`src/rtl/ada_rx_ctrl_if.sv`:
```
// Sample delivery port of the ADA capture controller: FIFO head plus
// valid/ready pop handshake towards the bus wrapper / DMA.
interface ada_rx_ctrl_if #(
  parameter int SAMPLE_BITS = 24
);
  logic [SAMPLE_BITS-1:0] rx_data;
  logic                   rx_valid;
  logic                   rx_ready;

  // Capture controller side drives data/valid, consumer drives ready.
  modport master (output rx_data, output rx_valid, input rx_ready);
  modport slave  (input rx_data, input rx_valid, output rx_ready);
endinterface

```
`src/rtl/ada_rx_ctrl.sv`:
```
// ADA audio input capture controller: generates I2S bit clock / word select,
// samples one channel MSB-first with the I2S one-bit delay and buffers the
// assembled samples in a small FIFO popped through a valid/ready port.
module ada_rx_ctrl #(
  parameter int CLK_DIV     = 8,
  parameter int SAMPLE_BITS = 24,
  parameter int FIFO_DEPTH  = 8
) (
  input  logic                               clk,
  input  logic                               rst,
  input  logic                               enable,
  input  logic                               lr_sel,
  output logic                               ada_sck,
  output logic                               ada_ws,
  output logic                               ada_lrs,
  input  logic                               ada_sd,
  ada_rx_ctrl_if.master                      rx_if,
  output logic [$clog2(FIFO_DEPTH+1)-1:0]    fifo_level,
  output logic                               ovf,
  input  logic                               ovf_clr
);

  localparam int PTR_W = $clog2(FIFO_DEPTH);
  localparam int LVL_W = $clog2(FIFO_DEPTH + 1);

  // Serial data synchronizer.
  logic                   sd_meta_q, sd_s_q;
  // Bit clock / frame generation.
  logic [7:0]             div_cnt_q, div_cnt_d;
  logic [5:0]             bit_cnt_q, bit_cnt_d;
  logic                   sck_q, sck_d;
  logic                   ws_q, ws_d;
  logic                   lrs_q, lrs_d;
  logic [SAMPLE_BITS-1:0] shift_q, shift_d;
  // Sample FIFO.
  logic [SAMPLE_BITS-1:0] mem_q [FIFO_DEPTH];
  logic [PTR_W-1:0]       wr_ptr_q, wr_ptr_d;
  logic [PTR_W-1:0]       rd_ptr_q, rd_ptr_d;
  logic [LVL_W-1:0]       level_q, level_d;
  logic                   ovf_q, ovf_d;

  logic                   tick, rise, fall, capture, push, pop, full, wr_en;
  logic [5:0]             slot;
  logic [SAMPLE_BITS-1:0] sample_word;

  // Edge events of the bit clock and capture decision for the current slot.
  always_comb begin
    tick        = enable && (div_cnt_q == 8'(CLK_DIV - 1));
    rise        = tick && !sck_q;
    fall        = tick && sck_q;
    // One-bit I2S delay: the rise after fall number n samples slot bit n-1.
    slot        = bit_cnt_q - 6'd1;
    sample_word = SAMPLE_BITS'({shift_q, sd_s_q});
    capture     = rise && (slot[5] == lrs_q) && (int'(slot[4:0]) < SAMPLE_BITS);
    push        = capture && (int'(slot[4:0]) == SAMPLE_BITS - 1);
  end

  // Next state of the bit clock, word select, L/R select and shift register.
  always_comb begin
    // NOTE: every variable gets a default first so no path leaves it unassigned (no latch).
    div_cnt_d = div_cnt_q;
    bit_cnt_d = bit_cnt_q;
    sck_d     = sck_q;
    ws_d      = ws_q;
    lrs_d     = lrs_q;
    shift_d   = shift_q;
    if (!enable) begin
      div_cnt_d = '0;
      bit_cnt_d = '0;
      sck_d     = 1'b0;
      ws_d      = 1'b0;
      lrs_d     = lr_sel;
      shift_d   = '0;
    end else begin
      div_cnt_d = tick ? 8'd0 : div_cnt_q + 8'd1;
      if (tick) sck_d = !sck_q;
      if (fall) begin
        bit_cnt_d = bit_cnt_q + 6'd1;
        // NOTE: blocking assignments in always_comb, so ws_d sees the new bit_cnt_d.
        ws_d      = bit_cnt_d[5];
      end
      if (capture) shift_d = sample_word;
    end
  end

  // FIFO pointer, level and overflow bookkeeping.
  always_comb begin
    pop      = (level_q != '0) && rx_if.rx_ready;
    full     = (level_q == LVL_W'(FIFO_DEPTH));
    wr_en    = push && (!full || pop);
    wr_ptr_d = wr_en ? wr_ptr_q + PTR_W'(1) : wr_ptr_q;
    rd_ptr_d = pop ? rd_ptr_q + PTR_W'(1) : rd_ptr_q;
    level_d  = level_q + LVL_W'(wr_en) - LVL_W'(pop);
    // A dropped push in the same cycle as a clear leaves the flag set.
    ovf_d    = (ovf_q && !ovf_clr) || (push && !wr_en);
  end

  // All control state, synchronously reset.
  always_ff @(posedge clk) begin
    if (rst) begin
      sd_meta_q <= 1'b0;
      sd_s_q    <= 1'b0;
      div_cnt_q <= '0;
      bit_cnt_q <= '0;
      sck_q     <= 1'b0;
      ws_q      <= 1'b0;
      lrs_q     <= 1'b0;
      shift_q   <= '0;
      wr_ptr_q  <= '0;
      rd_ptr_q  <= '0;
      level_q   <= '0;
      ovf_q     <= 1'b0;
    end else begin
      // NOTE: non-blocking assignments for all flops so every register samples pre-edge values.
      sd_meta_q <= ada_sd;
      sd_s_q    <= sd_meta_q;
      div_cnt_q <= div_cnt_d;
      bit_cnt_q <= bit_cnt_d;
      sck_q     <= sck_d;
      ws_q      <= ws_d;
      lrs_q     <= lrs_d;
      shift_q   <= shift_d;
      wr_ptr_q  <= wr_ptr_d;
      rd_ptr_q  <= rd_ptr_d;
      level_q   <= level_d;
      ovf_q     <= ovf_d;
    end
  end

  // Sample storage written on accepted pushes.
  // NOTE: storage is not reset; emptiness is tracked by the pointers and level only.
  always_ff @(posedge clk) begin
    if (wr_en) mem_q[wr_ptr_q] <= sample_word;
  end

  assign ada_sck        = sck_q;
  assign ada_ws         = ws_q;
  assign ada_lrs        = lrs_q;
  assign rx_if.rx_data  = mem_q[rd_ptr_q];
  assign rx_if.rx_valid = (level_q != '0);
  assign fifo_level     = level_q;
  assign ovf            = ovf_q;

endmodule
```
`src/flat_wrapper.sv`:
```
// flat-port wrapper written by rule: the top's interface ports become plain ports
module ada_rx_ctrl_flat 
#(
  parameter int CLK_DIV     = 8,
  parameter int SAMPLE_BITS = 24,
  parameter int FIFO_DEPTH  = 8
)
  (clk, rst, enable, lr_sel, ada_sck, ada_ws, ada_lrs, ada_sd, fifo_level, ovf, ovf_clr, rx_if_rx_data, rx_if_rx_valid, rx_if_rx_ready);
  ada_rx_ctrl_if #(.SAMPLE_BITS(SAMPLE_BITS)) rx_if_i ();
  input  logic clk;
  input  logic rst;
  input  logic enable;
  input  logic lr_sel;
  output logic ada_sck;
  output logic ada_ws;
  output logic ada_lrs;
  input  logic ada_sd;
  output logic [$clog2(FIFO_DEPTH+1)-1:0] fifo_level;
  output logic ovf;
  input  logic ovf_clr;
  output wire logic [$bits(rx_if_i.rx_data)-1:0] rx_if_rx_data;
  output wire logic [$bits(rx_if_i.rx_valid)-1:0] rx_if_rx_valid;
  input wire logic [$bits(rx_if_i.rx_ready)-1:0] rx_if_rx_ready;
  assign rx_if_rx_data = rx_if_i.rx_data;
  assign rx_if_rx_valid = rx_if_i.rx_valid;
  assign rx_if_i.rx_ready = rx_if_rx_ready;
  ada_rx_ctrl #(.CLK_DIV(CLK_DIV), .SAMPLE_BITS(SAMPLE_BITS), .FIFO_DEPTH(FIFO_DEPTH)) u_core (.clk(clk), .rst(rst), .enable(enable), .lr_sel(lr_sel), .ada_sck(ada_sck), .ada_ws(ada_ws), .ada_lrs(ada_lrs), .ada_sd(ada_sd), .rx_if(rx_if_i), .fifo_level(fifo_level), .ovf(ovf), .ovf_clr(ovf_clr));
endmodule
```
`config.mk`:
```
export PLATFORM = sky130hd
export DESIGN_NAME = ada_rx_ctrl_flat
export DESIGN_NICKNAME = d
export VERILOG_FILES = /design/src/rtl/ada_rx_ctrl_if.sv /design/src/rtl/ada_rx_ctrl.sv /design/src/flat_wrapper.sv
export SDC_FILE = /design/constraint.sdc
export NUM_CORES = 1
export LEC_CHECK = 0
export CAP_MARGIN = 20
export CORE_MARGIN = 5
export CORE_UTILIZATION = 39
export DETAILED_ROUTE_END_ITERATION = 12
export PLACE_DENSITY = 0.54
export SYNTH_ARGS = -nofsm -noshare
export SYNTH_HDL_FRONTEND = slang
export SYNTH_SLANG_ARGS = --single-unit
```
`constraint.sdc`:
```
create_clock -name clk -period 6 [get_ports clk]
set_input_delay 1.2 -clock clk [delete_from_list [all_inputs] [get_ports clk]]
set_output_delay 1.2 -clock clk [all_outputs]
set_load 0.02 [all_outputs]
```
# After elaboration in Yosys (flattened, before gate mapping)
# Memories as Yosys holds them, arrays and structs flattened. A register that Yosys moved wholly into a read port is not among the register bits.
# Cells that the tools add are included.
[op_classes]
bitwise = 1
reduce_logical = 19
muxes = 4
add_sub_neg = 7
magnitude_cmp = 1
eq_ne = 4
[ops]
columns = ["operator", "count"]
rows = [
  ["logical AND 1 bit", 10],
  ["adder 8 x 1 -> 8 bit (second input constant)", 1],
  ["equality test 8 x 3 -> 1 bit (second input constant)", 1],
  ["adder 3 x 1 -> 3 bit (second input constant)", 2],
  ["adder 6 x 1 -> 6 bit (second input constant)", 1],
  ["2-to-1 mux 3 bit", 2],
  ["subtractor 6 x 1 -> 6 bit (second input constant)", 1],
  ["equality test 5 bit (second input constant)", 1],
  ["less-than comparator 5 bit (second input constant)", 1],
  ["adder 4 x 1 -> 4 bit", 1],
  ["equality test 4 bit (second input constant)", 1],
  ["zero test 1 bit", 4],
  ["nonzero test 4 bit", 1],
  ["subtractor 4 x 1 -> 4 bit", 1],
  ["OR reduction 3 bit", 1],
  ["logical OR 1 bit", 2],
  ["2-to-1 mux 1 bit", 2],
  ["OR reduction 2 bit", 1],
  ["equality test 1 bit", 1],
  ["inverter 1 bit", 1],
]
[word_totals]
ff_bits = 53
n_memories = 1
ram_bits = 192
wordCells = 49
out_inout_bits = 33
input_bits = 7
[mem_list]
columns = ["memory", "depth", "width", "read_ports", "rd_clocked_by_memory_dff", "wr", "line_no", "text"]
rows = [
  ["u_core.mem_q", 8, 24, 1, 1, 1, "ada_rx_ctrl.sv:36", "logic [SAMPLE_BITS-1:0] mem_q [FIFO_DEPTH];"],
]

# Longest topological paths before layout
# Gate-level depths: netlist (run 1).
[logic_depth]
word_depth = 10
mapped_depth = 14
depth_no_buf = 12

# Worst setup path before layout (run 1)
# No wires, ideal clock.
[synth_path]
path_kind = "input to register"
from = "input enable"
to = "memory u_core.mem_q[0][0], enable pin"
setup_slack_ps = 980
stages = 6
arrival_time_ps = 4554
setup_time_ps = 466
required_ps = 5534
path_buffers = 1
path_cell_list = "nand4b_1 nor3_4 o211ai_4 or3_1 buf_4 nor4_1"
[synth_via]
elab_chain_cells = 8
[synth_lines]
columns = ["element", "line_no", "text"]
rows = [
  ["from (decl)", "flat_wrapper.sv:12", "input logic enable;"],
  ["logical AND 1 bit", "ada_rx_ctrl.sv:48", "tick = enable && (div_cnt_q == 8'(CLK_DIV - 1));"],
  ["logical AND 1 bit", "ada_rx_ctrl.sv:49", "rise = tick && !sck_q;"],
  ["logical AND 1 bit (2 in series)", "ada_rx_ctrl.sv:54", "capture = rise && (slot[5] == lrs_q) && (int'(slot[4:0]) < SAMPLE_BITS);"],
  ["logical AND 1 bit", "ada_rx_ctrl.sv:55", "push = capture && (int'(slot[4:0]) == SAMPLE_BITS - 1);"],
  ["logical AND 1 bit", "ada_rx_ctrl.sv:90", "wr_en = push && (!full || pop);"],
  ["2-to-1 mux 1 bit", "ada_rx_ctrl.sv:133", "if (wr_en) mem_q[wr_ptr_q] <= sample_word;"],
  ["2-to-1 mux 1 bit (implied by the code)", "ada_rx_ctrl.sv:133", ""],
  ["to (decl)", "ada_rx_ctrl.sv:36", ""],
]
# No other way between the ends.

==> results of run 1 <==
path summary, 6_finish.rpt:
| path | start | to | slack, ns | cells past startpoint |
|---|---|---|---|---|
| setup / recovery | flip-flop | rx_if_rx_data[2] | 1.72 | 4 |
| hold / removal | u_core.sd_meta_q | u_core.sd_s_q | 0.45 | 1 |
| setup reg to reg | u_core.bit_cnt_q[0] | u_core.mem_q[2][16] | 2.14 | 9 |
| hold reg to reg | u_core.sd_meta_q | u_core.sd_s_q | 0.45 | 1 |
state kept, by name, indices dropped and copies added, names as in the netlist, named ones only:
| name | cells |
|---|---|
| u_core.sd_meta_q | 1 |
| u_core.ada_lrs | 1 |
| u_core.wr_ptr_q | 3 |
| u_core.bit_cnt_q | 5 |
| u_core.fifo_level | 4 |
| u_core.mem_q | 192 |
| u_core.shift_q | 23 |
| u_core.ada_ws | 1 |
| u_core.div_cnt_q | 8 |
| u_core.sd_s_q | 1 |
| u_core.ovf | 1 |
| u_core.ada_sck | 1 |
| u_core.rd_ptr_q | 3 |
cell families (layout without fill, tap and decap cells):
kind of cell             after synthesis  after routing  synth area share, %
AO/OA/AOI/OAI                         15             15                 1.12
XOR/XNOR                              17             17                 1.55
adder cells (fa/ha/maj)               13             13                 1.77
buffers and inverters                 38            115                 1.59
flip-flops                           247            247                 71.5
multiplexers                          98             98                 16.8
AND/OR/NAND/NOR                      102            102                 5.66
cells in the final DEF (no fill, tap or decap), types with 4 or more instances in the layout:
cell and count:
a21oi_1 7, and3_1 5, buf_4 14, bufinv_16 10
clkbuf_16 25, clkdlybuf4s50_1 39, clkinv_1 4, clkinv_2 4
dfxtp_1 53, edfxtp_1 192, ha_1 12, inv_1 14
mux2_2 24, mux2i_1 25, mux4_2 48, nand2_1 9
nand2b_1 5, nand3_1 9, nor2_1 47, nor2b_1 4
nor4b_4 4, xnor2_1 8, xor2_1 9
worst max-delay path: cells and delay by family, from the launching register on:
kind,cells,cell delay [ns]
muxes,2,0.67
buffers and inverters,2,0.97
DFF,1,0.89
per-stage QoR:
stage               power, mW  instances  hold slack (ns)
global route             4.90        931            0.468
detailed placement       2.91        884            0.435
global placement         2.91        884            0.442
CTS                      4.75        930            0.450
floorplan                2.56        530            0.414
finish                   4.70        931            0.447
report_power, final:
part / switching (mW) / leakage (nW) / total (mW) / internal, mW
combinational: 0.428 / 1.16 / 0.963 / 0.535
sequential: 0.0593 / 2.48 / 1.91 / 1.85
clock: 0.623 / 0.481 / 1.83 / 1.20
total: 1.11 / 4.12 / 4.70 / 3.58
cells in the mapped netlist, drive strengths merged, types with 2 or more instances:
| library cell | instances |
|---|---|
| edfxtp | 192 |
| dfxtp | 55 |
| mux4 | 48 |
| nor2 | 47 |
| mux2 | 25 |
| mux2i | 25 |
| inv | 14 |
| clkbuf | 12 |
| ha | 12 |
| buf | 11 |
| nand2 | 9 |
| nand3 | 9 |
| xor2 | 9 |
| xnor2 | 8 |
| a21oi | 7 |
| and3 | 5 |
| nand2b | 5 |
| nor3 | 5 |
| nor4b | 5 |
| nor2b | 4 |
| nor4 | 4 |
| or4 | 3 |
| or3 | 2 |
layer usage:
metal  track usage [%]  part of all wire (%)  wire (um)  vias to the layer above
li1                  -                     -          -                     2180
met1              17.2                    46       8070                     2442
met2              21.5                    49       8610                       84
met3              2.56                   4.1        725                       26
met4              2.81                   1.8        324                        0
met5                 0                     0          0                        -
cell type report:
| cell class | instances | area [um2] | share of cell area [%] |
|---|---|---|---|
| multi-input cells | 245 | 2640 | 23.0 |
| repair buffers | 54 | 523 | 4.55 |
| inverters | 15 | 57.6 | 0.501 |
| well taps | 324 | 405 | 3.53 |
| clock buffers | 28 | 647 | 5.63 |
| clock inverters | 18 | 339 | 2.95 |
| flip-flops and latches | 247 | 6870 | 59.8 |
==> flow_summary_export.csv, run 1 <==
group,metric,value,unit
pwr,p_leak,4.12,nW
final_layout,area_growth,19.6,%
outcome,status,"finished clean",
final_layout,final_util,47.4,%
global_route,grt_pass1_wl,28.0,mm
timing,period_needed,4.28,ns
global_route,grt_pass1_vias,5011,
place,hpwl,10.2,mm
worst_setup_path,cp.required,4.80,ns
clock_network,cts_buffer_depth,3,
final_layout,diodes,0,
run,maxCapViolCount,0,
timing,fin_worst_skew,0.0197,ns
global_route,track_usage,12.7,%
floorplan,die_x,167,um
timing,setup_slack,1.72,ns
worst_setup_path,slowest_stage,"dfxtp_2",
floorplan,start_util,39.6,%
final_layout,nNetsFinal,608,
timing,maxSlewViolCount,0,
logic_synthesis,postSynth.asyncResetShare,0,%
clock_network,cts_hold_buf,0,
timing,setup_tns,0,ns
global_route,grt_max_degree,49,
timing,period_share,71.3,%
global_route,antenna_found_initial,0,
floorplan,core-area,24200,um2
clock_network,clock_latency,0.52,ns
clock_network,clkTransAtPathRegs,0.06,ns
logic_synthesis,ys_types,43,
timing,setup_viol,0,
logic_synthesis,synth-edff-count,192,
routing,first_pass_iters,4,
logic_synthesis,synth_flop_cell,"edfxtp_1",
global_route,overflow,0,
routing,drc,0,
timing,max_slew_margin,40.4,%
timing,fmax,0.234,GHz
logic_synthesis,syn_area,9600,um2
place,dpl_cell_area,10500,um2
timing,finalHoldViolCount,0,
clock_network,post-cts-setup-buffers,0,
place,place_ws,1.14,ns
clock_network,htreeDepth,1,
logic_synthesis,syn_nets,550,
worst_setup_path,cp_max_fo,31,
clock_network,cts_resized,0,
routing,wl_per_cell,19.1,um
logic_synthesis,synth_area_leader_cell,"edfxtp_1",
logic_synthesis,seq_area_frac_synth,71.5,%
routing,final_antenna_net_count,0,
floorplan,dieArea,27900,um2
logic_synthesis,ys_ff_latch,247,
clock_network,cts_root_buf,"clkbuf_16",
routing,drt-initial-drc-count,262,
floorplan,die_y,167,um
final_layout,n_fill_cell,2083,
logic_synthesis,synth.top_cell.area_share,60.0,%
worst_setup_path,crit_chain,"buf_4 -> mux4_2 -> mux2_2 -> clkdlybuf4s50_1",
place,numPortBuffers,39,
worst_setup_path,crit_type,"reg -> out",
clock_network,cts_made_buffers,25,
final_layout,finalInstanceArea,11500,um2
floorplan,num_rows,57,
logic_synthesis,avgSynthCellArea,18.1,um2
floorplan,ios,40,
place,gp_congestion,0.723,
timing,rsz0062_at_grt,"false",
routing,post_drt_via_cell_ratio,5.08,
logic_synthesis,synth_warnings,0,
logic_synthesis,netlist_instances,530,
pwr,p_per_area,409,nW/um2
worst_setup_path,worstPathArrival,3.08,ns
routing,via_count,4732,
routing,wl,17.7,mm
worst_setup_path,crit_path_start_kind,"flip-flop",
clock_network,numClockSinks,247,
min_path,hp-class,"reg -> reg",
final_layout,drive_gt1_share,23.4,%
timing,worst_pin_slew,0.890,ns
worst_setup_path,cpPeakStageDelay,0.89,ns
clock_network,cts_tree,"yes",
worst_setup_path,end_kind,"primary output",
pwr,ir_drop,259,uV
logic_synthesis,synth_area_leaders,"edfxtp_1 (60%), dfxtp_1 (11%), mux4_2 (11%), mux2_2 (2.8%), mux2i_1 (2.6%)",
Note: power is estimated with default switching activity, not from simulation.
==> inputs of run 2 (changes only) <==
--- a/config.mk
+++ b/config.mk
@@ -9,7 +9,7 @@
 export CORE_MARGIN = 5
 export CORE_UTILIZATION = 39
 export DETAILED_ROUTE_END_ITERATION = 12
-export PLACE_DENSITY = 0.54
+export PLACE_DENSITY = 0.56
 export SYNTH_ARGS = -nofsm -noshare
 export SYNTH_HDL_FRONTEND = slang
 export SYNTH_SLANG_ARGS = --single-unit
==> constraint.sdc (replaced) <==
create_clock -name clk -period 3.9 [get_ports clk]
set_input_delay 0.78 -clock clk [delete_from_list [all_inputs] [get_ports clk]]
set_output_delay 0.78 -clock clk [all_outputs]
set_load 0.02 [all_outputs]
==> run 2 against run 1 <==
  * Sequential power increased by 53%
  * Combinational power up 60%
  * Wire length rose by 0.84%
  * Setup slack worse by 1.4 ns
  * Critical path depth is the same
  * First-iteration DRC count up 12%
  * Hold slack lost 0.012 ns
  * Sequential share of layout area fell by 0.072 points
  * Final cell count increased by 1.3%
  * Die area stayed put
  * Final area increased by 0.12%
  * Critical path type unchanged
  * Largest cell class unchanged
==> flow_summary_export.csv, run 2 (synthesized netlist as in run 1, its figures left out) <==
group,metric,value,unit
worst_setup_path,crit_path_start_kind,"flip-flop",
clock_network,cts_hold_buf,0,
global_route,gr-usage-met3,2.23,%
timing,period_needed,3.62,ns
timing,max_slew_margin,66.3,%
timing,worst_pin_slew,0.504,ns
worst_setup_path,path_delay_family,"buffers and inverters",
floorplan,ios,40,
global_route,globalRouteMet1Util,18.0,%
place,hpwl,11.0,mm
global_route,grt_pass1_wl,28.7,mm
global_route,met2_usage,21.4,%
routing,wl_per_cell,19.0,um
timing,rsz0062_at_grt,"false",
place,numPlacedInstances,894,
final_layout,top_register,"u_core.mem_q",
final_layout,drive_gt1_share,24.7,%
worst_setup_path,cpPeakStageDelay,0.59,ns
final_layout,final_util,47.4,%
timing,whs,0.436,ns
routing,drc,0,
timing,setup_viol,0,
timing,finalHoldViolCount,0,
timing,setup_slack,0.285,ns
worst_setup_path,cp.required,3.12,ns
pwr,ir_drop,259,uV
pwr,p_per_area,615,nW/um2
timing,fmax,0.277,GHz
final_layout,largest_reg_flops,192,
routing,via_count,4693,
run,maxCapViolCount,0,
floorplan,num_rows,57,
floorplan,die_y,167,um
routing,post_drt_via_cell_ratio,4.98,
routing,drt-initial-drc-count,293,
clock_network,cts_buffer_depth,3,
place,numPortBuffers,39,
clock_network,cts_root_buf,"clkbuf_16",
outcome,status,"finished clean",
floorplan,die_x,167,um
worst_setup_path,critPathBufInv,2,
floorplan,start_util,39.6,%
final_layout,final_cell_mix,"edfxtp_1 (192), dfxtp_1 (53), mux4_2 (48), nor2_1 (47), clkdlybuf4s50_1 (39)",
final_layout,diodes,0,
worst_setup_path,slowest_stage,"dfxtp_4",
final_layout,area_growth,19.7,%
worst_setup_path,crit_type,"reg -> out",
pwr,p_leak,4.14,nW
global_route,track_usage,12.9,%
place,dpl_cell_area,10600,um2
routing,wl,17.9,mm
final_layout,finalNonFillerCells,943,
pwr,power,7.07,mW
floorplan,core-area,24200,um2
routing,final_antenna_net_count,0,
final_layout,nNetsFinal,619,
place,gp_congestion,0.747,
global_route,overflow,0,
clock_network,clkTransAtPathRegs,0.06,ns
clock_network,cts_resized,0,
global_route,grt_max_degree,49,
place,place_ws,0.478,ns
worst_setup_path,crit_chain,"buf_4 -> mux4_2 -> mux2_2 -> clkdlybuf4s50_1",
clock_network,cts_tree,"yes",
clock_network,numClockSinks,247,
min_path,hp-class,"reg -> reg",
final_layout,reg.largest.list,"u_core.mem_q x192, u_core.shift_q x23, u_core.div_cnt_q x8",
global_route,top_usage_layer,"met2",
global_route,antenna_found_initial,0,
final_layout,layout_commonest_cell,"edfxtp_1",
timing,setup_tns,0,ns
floorplan,dieArea,27900,um2
timing,fin_worst_skew,0.0109,ns
worst_setup_path,cp_max_fo,18,
clock_network,post-cts-setup-buffers,0,
worst_setup_path,end_kind,"primary output",
worst_setup_path,worstPathArrival,2.84,ns
timing,maxSlewViolCount,0,
clock_network,htreeDepth,1,
global_route,grt_pass1_vias,5010,
clock_network,cts_made_buffers,27,
final_layout,finalInstanceArea,11500,um2
routing,first_pass_iters,4,
timing,period_share,92.7,%
clock_network,clock_latency,0.52,ns
run 2: per-layer routing:
metal,part of all wire [%],up-vias
li1,-,2195
met1,45,2389
met5,0,-
met4,1.5,0
met2,49,86
met3,4.2,23
run 2: cell type report:
class | instances | area [um2]
Inverter | 15 | 57.6
Clock inverter | 18 | 216
Sequential cell | 247 | 6870
Tap cell | 324 | 405
Timing Repair Buffer | 63 | 596
Clock buffer | 31 | 711
Fill cell | 2062 | 12800
Multi-Input combinational cell | 245 | 2640
run 2: report_power, final:
group / internal (mW) / switching [mW] / total [mW]
clock network: 1.63 / 0.981 / 2.61
registers: 2.84 / 0.0820 / 2.92
logic: 0.834 / 0.703 / 1.54
run 2: path summary, 6_finish.rpt:
path	from	to	slack, ns	depth (start not counted)
worst max-delay path	flip-flop	rx_if_rx_data[15]	0.28	4
worst min-delay path	u_core.sd_meta_q	u_core.sd_s_q	0.44	1
worst min register to register	u_core.sd_meta_q	u_core.sd_s_q	0.44	1
worst max register to register	u_core.bit_cnt_q[0]	u_core.mem_q[4][14]	1.00	9
run 2: worst reg2reg max path: stages (launching register included):
cell       delay [ns]
dfxtp_1          0.47
inv_1            0.10
ha_1             0.25
xor2_1           0.16
a2bb2oi_1        0.27
o211ai_4         0.10
or3_1            0.42
buf_4            0.22
nor4_2           0.15
buf_4            0.40
==> inputs of run 3 (changes only) <==
--- a/config.mk
+++ b/config.mk
@@ -10,6 +10,7 @@
 export CORE_UTILIZATION = 39
 export DETAILED_ROUTE_END_ITERATION = 12
 export PLACE_DENSITY = 0.56
+export RECOVER_POWER = 25
 export SYNTH_ARGS = -nofsm -noshare
 export SYNTH_HDL_FRONTEND = slang
 export SYNTH_SLANG_ARGS = --single-unit
==> constraint.sdc (replaced) <==
create_clock -name clk -period 3.9 [get_ports clk]
set_input_delay 0.585 -clock clk [delete_from_list [all_inputs] [get_ports clk]]
set_output_delay 0.585 -clock clk [all_outputs]
set_load 0.02 [all_outputs]
==> run 3 against run 2 <==
  * Wire length shrank 3.9%
  * Setup slack gained 0.11 ns
  * Count of clock-buffer cells in the layout grew 6
  * Critical endpoint is now rx_if_rx_data[12]
  * Highest routed layer unchanged
==> flow_summary_export.csv, run 3 (synthesized netlist as in run 1, its figures left out) <==
group,metric,value,unit
final_layout,top_register,"u_core.mem_q",
final_layout,layout_commonest_cell,"edfxtp_1",
timing,setup_viol,0,
final_layout,drive_gt1_share,22.3,%
worst_setup_path,cp_max_fo,24,
pwr,power,6.55,mW
pwr,p_per_area,582,nW/um2
timing,period_needed,3.50,ns
floorplan,core-area,24200,um2
pwr,p_leak,4.01,nW
timing,worst_pin_slew,0.683,ns
routing,wl_per_cell,18.4,um
final_layout,area_growth,17.2,%
final_layout,finalNonFillerCells,934,
global_route,gr-usage-met3,2.47,%
routing,wl,17.2,mm
timing,maxSlewViolCount,0,
final_layout,largest_reg_flops,192,
final_layout,diodes,0,
global_route,met2_usage,21.4,%
clock_network,post-cts-setup-buffers,0,
clock_network,numClockSinks,247,
floorplan,start_util,39.6,%
worst_setup_path,worstPathArrival,2.92,ns
place,place_ws,0.473,ns
global_route,top_usage_layer,"met2",
pwr,ir_drop,267,uV
worst_setup_path,slowest_stage,"dfxtp_4",
worst_setup_path,crit_type,"reg -> out",
run,maxCapViolCount,0,
timing,whs,0.450,ns
global_route,overflow,0,
clock_network,cts_made_buffers,25,
timing,rsz0062_at_grt,"false",
routing,drt-initial-drc-count,298,
global_route,track_usage,12.5,%
final_layout,final_cell_mix,"edfxtp_1 (192), dfxtp_1 (53), mux4_2 (48), nor2_1 (47), clkdlybuf4s50_1 (39)",
final_layout,final_util,46.4,%
timing,period_share,89.8,%
clock_network,clock_latency,0.51,ns
place,hpwl,10.6,mm
global_route,grt_pass1_wl,27.7,mm
floorplan,num_rows,57,
place,dpl_cell_area,10500,um2
floorplan,die_y,167,um
place,numPlacedInstances,889,
floorplan,dieArea,27900,um2
worst_setup_path,cpPeakStageDelay,0.69,ns
final_layout,finalInstanceArea,11300,um2
timing,setup_tns,0,ns
floorplan,die_x,167,um
timing,fin_worst_skew,0.0121,ns
clock_network,clkTransAtPathRegs,0.06,ns
place,gp_congestion,0.727,
clock_network,cts_hold_buf,0,
timing,finalHoldViolCount,0,
worst_setup_path,cp.required,3.31,ns
final_layout,nNetsFinal,612,
global_route,antenna_found_initial,0,
routing,via_count,4625,
routing,post_drt_via_cell_ratio,4.95,
global_route,grt_pass1_vias,4957,
clock_network,cts_buffer_depth,3,
routing,drc,0,
timing,fmax,0.286,GHz
global_route,grt_max_degree,49,
clock_network,cts_resized,0,
final_layout,reg.largest.list,"u_core.mem_q x192, u_core.shift_q x23, u_core.div_cnt_q x8",
timing,max_slew_margin,54.3,%
worst_setup_path,crit_path_start_kind,"flip-flop",
place,numPortBuffers,39,
min_path,hp-class,"reg -> reg",
floorplan,ios,40,
routing,first_pass_iters,4,
clock_network,htreeDepth,1,
clock_network,cts_root_buf,"clkbuf_16",
timing,setup_slack,0.399,ns
routing,final_antenna_net_count,0,
global_route,globalRouteMet1Util,16.5,%
outcome,status,"finished clean",
clock_network,cts_tree,"yes",
worst_setup_path,end_kind,"primary output",
worst_setup_path,crit_chain,"buf_4 -> mux4_2 -> mux2_2 -> clkdlybuf4s50_1",
[run 3: area by class of cell]
| cell class | instances | area [um2] |
|---|---|---|
| repair buffers | 58 | 558 |
| well taps | 324 | 405 |
| inverters | 15 | 57.6 |
| flip-flops and latches | 247 | 6870 |
| multi-input cells | 245 | 2640 |
| clock buffers | 37 | 681 |
| fillers | 2075 | 13000 |
| clock inverters | 8 | 41.3 |
[run 3: power by group]
group	total (mW)	internal, mW	switching, mW	leakage [nW]
Sequential	2.94	2.84	0.102	2.48
Combinational	1.51	0.833	0.674	1.18
Clock	2.10	1.20	0.896	0.347
[run 3: critical path: cells and delay by family (launching register included)]
kind	cells	cell delay (ns)
flops	1	0.69
mux	2	0.85
buf+inv	2	0.86
[run 3: per-layer routing]
layer,part of all wire (%),vias up
met5,0,-
met4,1.9,0
met3,3.8,27
met2,50,68
met1,44,2342
li1,-,2188
[run 3: path summary, 6_finish.rpt]
kind / startpoint / to / slack, ns / cells after the start
setup / recovery: flip-flop / rx_if_rx_data[12] / 0.40 / 4
hold / removal: u_core.sd_meta_q / u_core.sd_s_q / 0.45 / 1
setup reg to reg: u_core.bit_cnt_q[0] / u_core.fifo_level[2] / 0.78 / 12
hold reg to reg: u_core.sd_meta_q / u_core.sd_s_q / 0.45 / 1
==> edit (flow settings as in run 2) <==
`FIFO_DEPTH` is set to 8 in 2 places; all go to 16.
--- a/src/rtl/ada_rx_ctrl.sv
+++ b/src/rtl/ada_rx_ctrl.sv
@@ -4,7 +4,7 @@
 module ada_rx_ctrl #(
   parameter int CLK_DIV     = 8,
   parameter int SAMPLE_BITS = 24,
-  parameter int FIFO_DEPTH  = 8
+  parameter int FIFO_DEPTH  = 16
 ) (
   input  logic                               clk,
   input  logic                               rst,
--- a/src/flat_wrapper.sv
+++ b/src/flat_wrapper.sv
@@ -3,7 +3,7 @@
 #(
   parameter int CLK_DIV     = 8,
   parameter int SAMPLE_BITS = 24,
-  parameter int FIFO_DEPTH  = 8
+  parameter int FIFO_DEPTH  = 16
 )
   (clk, rst, enable, lr_sel, ada_sck, ada_ws, ada_lrs, ada_sd, fifo_level, ovf, ovf_clr, rx_if_rx_data, rx_if_rx_valid, rx_if_rx_ready);
   ada_rx_ctrl_if #(.SAMPLE_BITS(SAMPLE_BITS)) rx_if_i ();
Ports: changed (resized fifo_level); port bits go from 40 to 41. The function was not compared with the original's and may differ.
==> edit against run 2 <==
- fmax down 2.8%
- setup slack worse by 100 ps
- largest cell class unchanged
- final area up 74%
- sequential cell count up 196
- total power up 56%
- synthesized area up 78%
- routed wire length up 100%
- cell count up 63%
==> edit: results (changes against run 2) <==
| Metric | Value |
|---|---|
| Min Hold Slack | 441 ps (+5.58 ps) |
| WL/cell | 23.2 microns (+23%) |
| VDD IR-drop max | 0.446 mV (+72%) |
| Htree depth | 2 (+1) |
| Share of layout cells above drive strength 1 | 0.285 (+0.0376) |
| # nets final | 941 (+52%) |
| Syn. warnings | 0 (unchanged) |
| Number of I/O port buffers | 40 (+2.6%) |
| Total track usage | 0.153 (+0.0240) |
| Final GP Congestion | 0.705 (-5.7%) |
| Vias post-DR | 8001 (+70%) |
| Most frequent cells after synthesis | edfxtp_1 (384), mux4_2 (120), dfxtp_1 (59) |
| Post-synth EDFFs | 384 (+100%) |
| Biggest regs | u_core.mem_q (384), u_core.shift_q (23), u_core.div_cnt_q (8) |
| Hold Crit Class | flop to flop |
| Dpl cell area | 0.0185 sq mm (+75%) |
| Fillers | 3653 (+77%) |
| Met1 usage | 0.210 (+0.0305) |
| First-pass GRT wire length | 54.3 mm (+89%) |
| Detailed placement HPWL | 20.4 mm (+85%) |
| Leakage | 7.09 nW (+71%) |
| Met3 Usage GRT | 0.0332 (+0.0110) |
| Outcome | finished clean |
| Critical path arrival | 2940 ps (+100 ps) |
| Total clock buffers created by CTS | 45 (+67%) |
| Met2 global-route usage | 0.251 (+0.0375) |
| Rel. slew slack | 0.477 (-0.186) |
| Vias in the first global route | 8488 (+69%) |
| DR iter-0 viols | 763 (+160%) |
| Routed WL | 35.8 mm (+100%) |
| Worst-Skew Late Latency | 570 ps (+50 ps) |
| Synth unique cells | 42 (-2.3%) |
| Synth area leaders | edfxtp_1 (68%), mux4_2 (16%), dfxtp_1 (6.9%) |
| Largest net degree at the start of global routing | 54 (+10%) |
| Syn nets | 841 (+53%) |
| Synth Area per Inst | 20.8 sq um (+15%) |
| Drt pass-1 iters | 5 (+1) |
| R2R Setup Slk | 870 ps (-130 ps) |
| Placed cells | 1451 (+62%) |
[edit: cell families (layout without fill, tap and decap cells)]
logic type,after synthesis,in the layout,synth area share
mux,149,149,0.176
simple gates,120,120,0.0371
flops,443,443,0.746
buf+inv,56,193,0.0133
compound gates,15,15,0.00646
xor+xnor,19,19,0.00976
fa+ha+maj,16,16,0.0122
[edit: per-layer routing]
| layer | share of wire | routed length (microns) | up-vias |
|---|---|---|---|
| li1 | - | - | 3526 |
| met1 | 0.44 | 15600 | 4227 |
| met2 | 0.49 | 17500 | 193 |
| met3 | 0.052 | 1850 | 55 |
| met4 | 0.022 | 798 | 0 |
| met5 | 0 | 0 | - |
[edit: worst paths after layout]
path                         from                   end  depth (start not counted)
max                          flop      rx_if_rx_data[5]                          5
max reg2reg  u_core.fifo_level[2]  u_core.fifo_level[4]                         14
min reg2reg   u_core.div_cnt_q[0]   u_core.div_cnt_q[0]                          1
min           u_core.div_cnt_q[0]   u_core.div_cnt_q[0]                          1
[edit: cell type report]
cell class              instances  area share
clock buffers                  55      0.0613
clock inverters                29      0.0111
inverters                      16     0.00300
multi-input cells             319       0.207
flip-flops and latches        443       0.636
well taps                     585      0.0366
repair buffers                 93      0.0455
[edit: worst max-delay path, cell delays in order, from the launching register on]
cell,delay [ps]
dfxtp_4,400
buf_4,190
buf_12,170
mux4_2,520
mux4_2,520
clkdlybuf4s50_1,570
[edit: where the power goes]
group          leakage [nW]  internal (W)  total [W]  switching [W]
clock network         0.724       0.00244    0.00420        0.00176
registers              4.54       0.00512    0.00518      0.0000610
logic                  1.82      0.000860    0.00166       0.000802
[edit: stage by stage]
step / setup slack [ps] / total power, W / utilization
after CTS: 127 / 0.0112 / 0.463
final: 180 / 0.0110 / 0.463
after global placement: 499 / 0.00694 / 0.429
after detailed placement: 472 / 0.00694 / 0.429
after floorplan: 776 / 0.00637 / -
after global routing: 69.0 / 0.0115 / 0.463
[edit: repair_timing]
action,4_1_cts,5_1_grt
setup endpoints to repair,20,0
gates resized for setup,0,0
hold buffers,0,0
buffers inserted,5,0
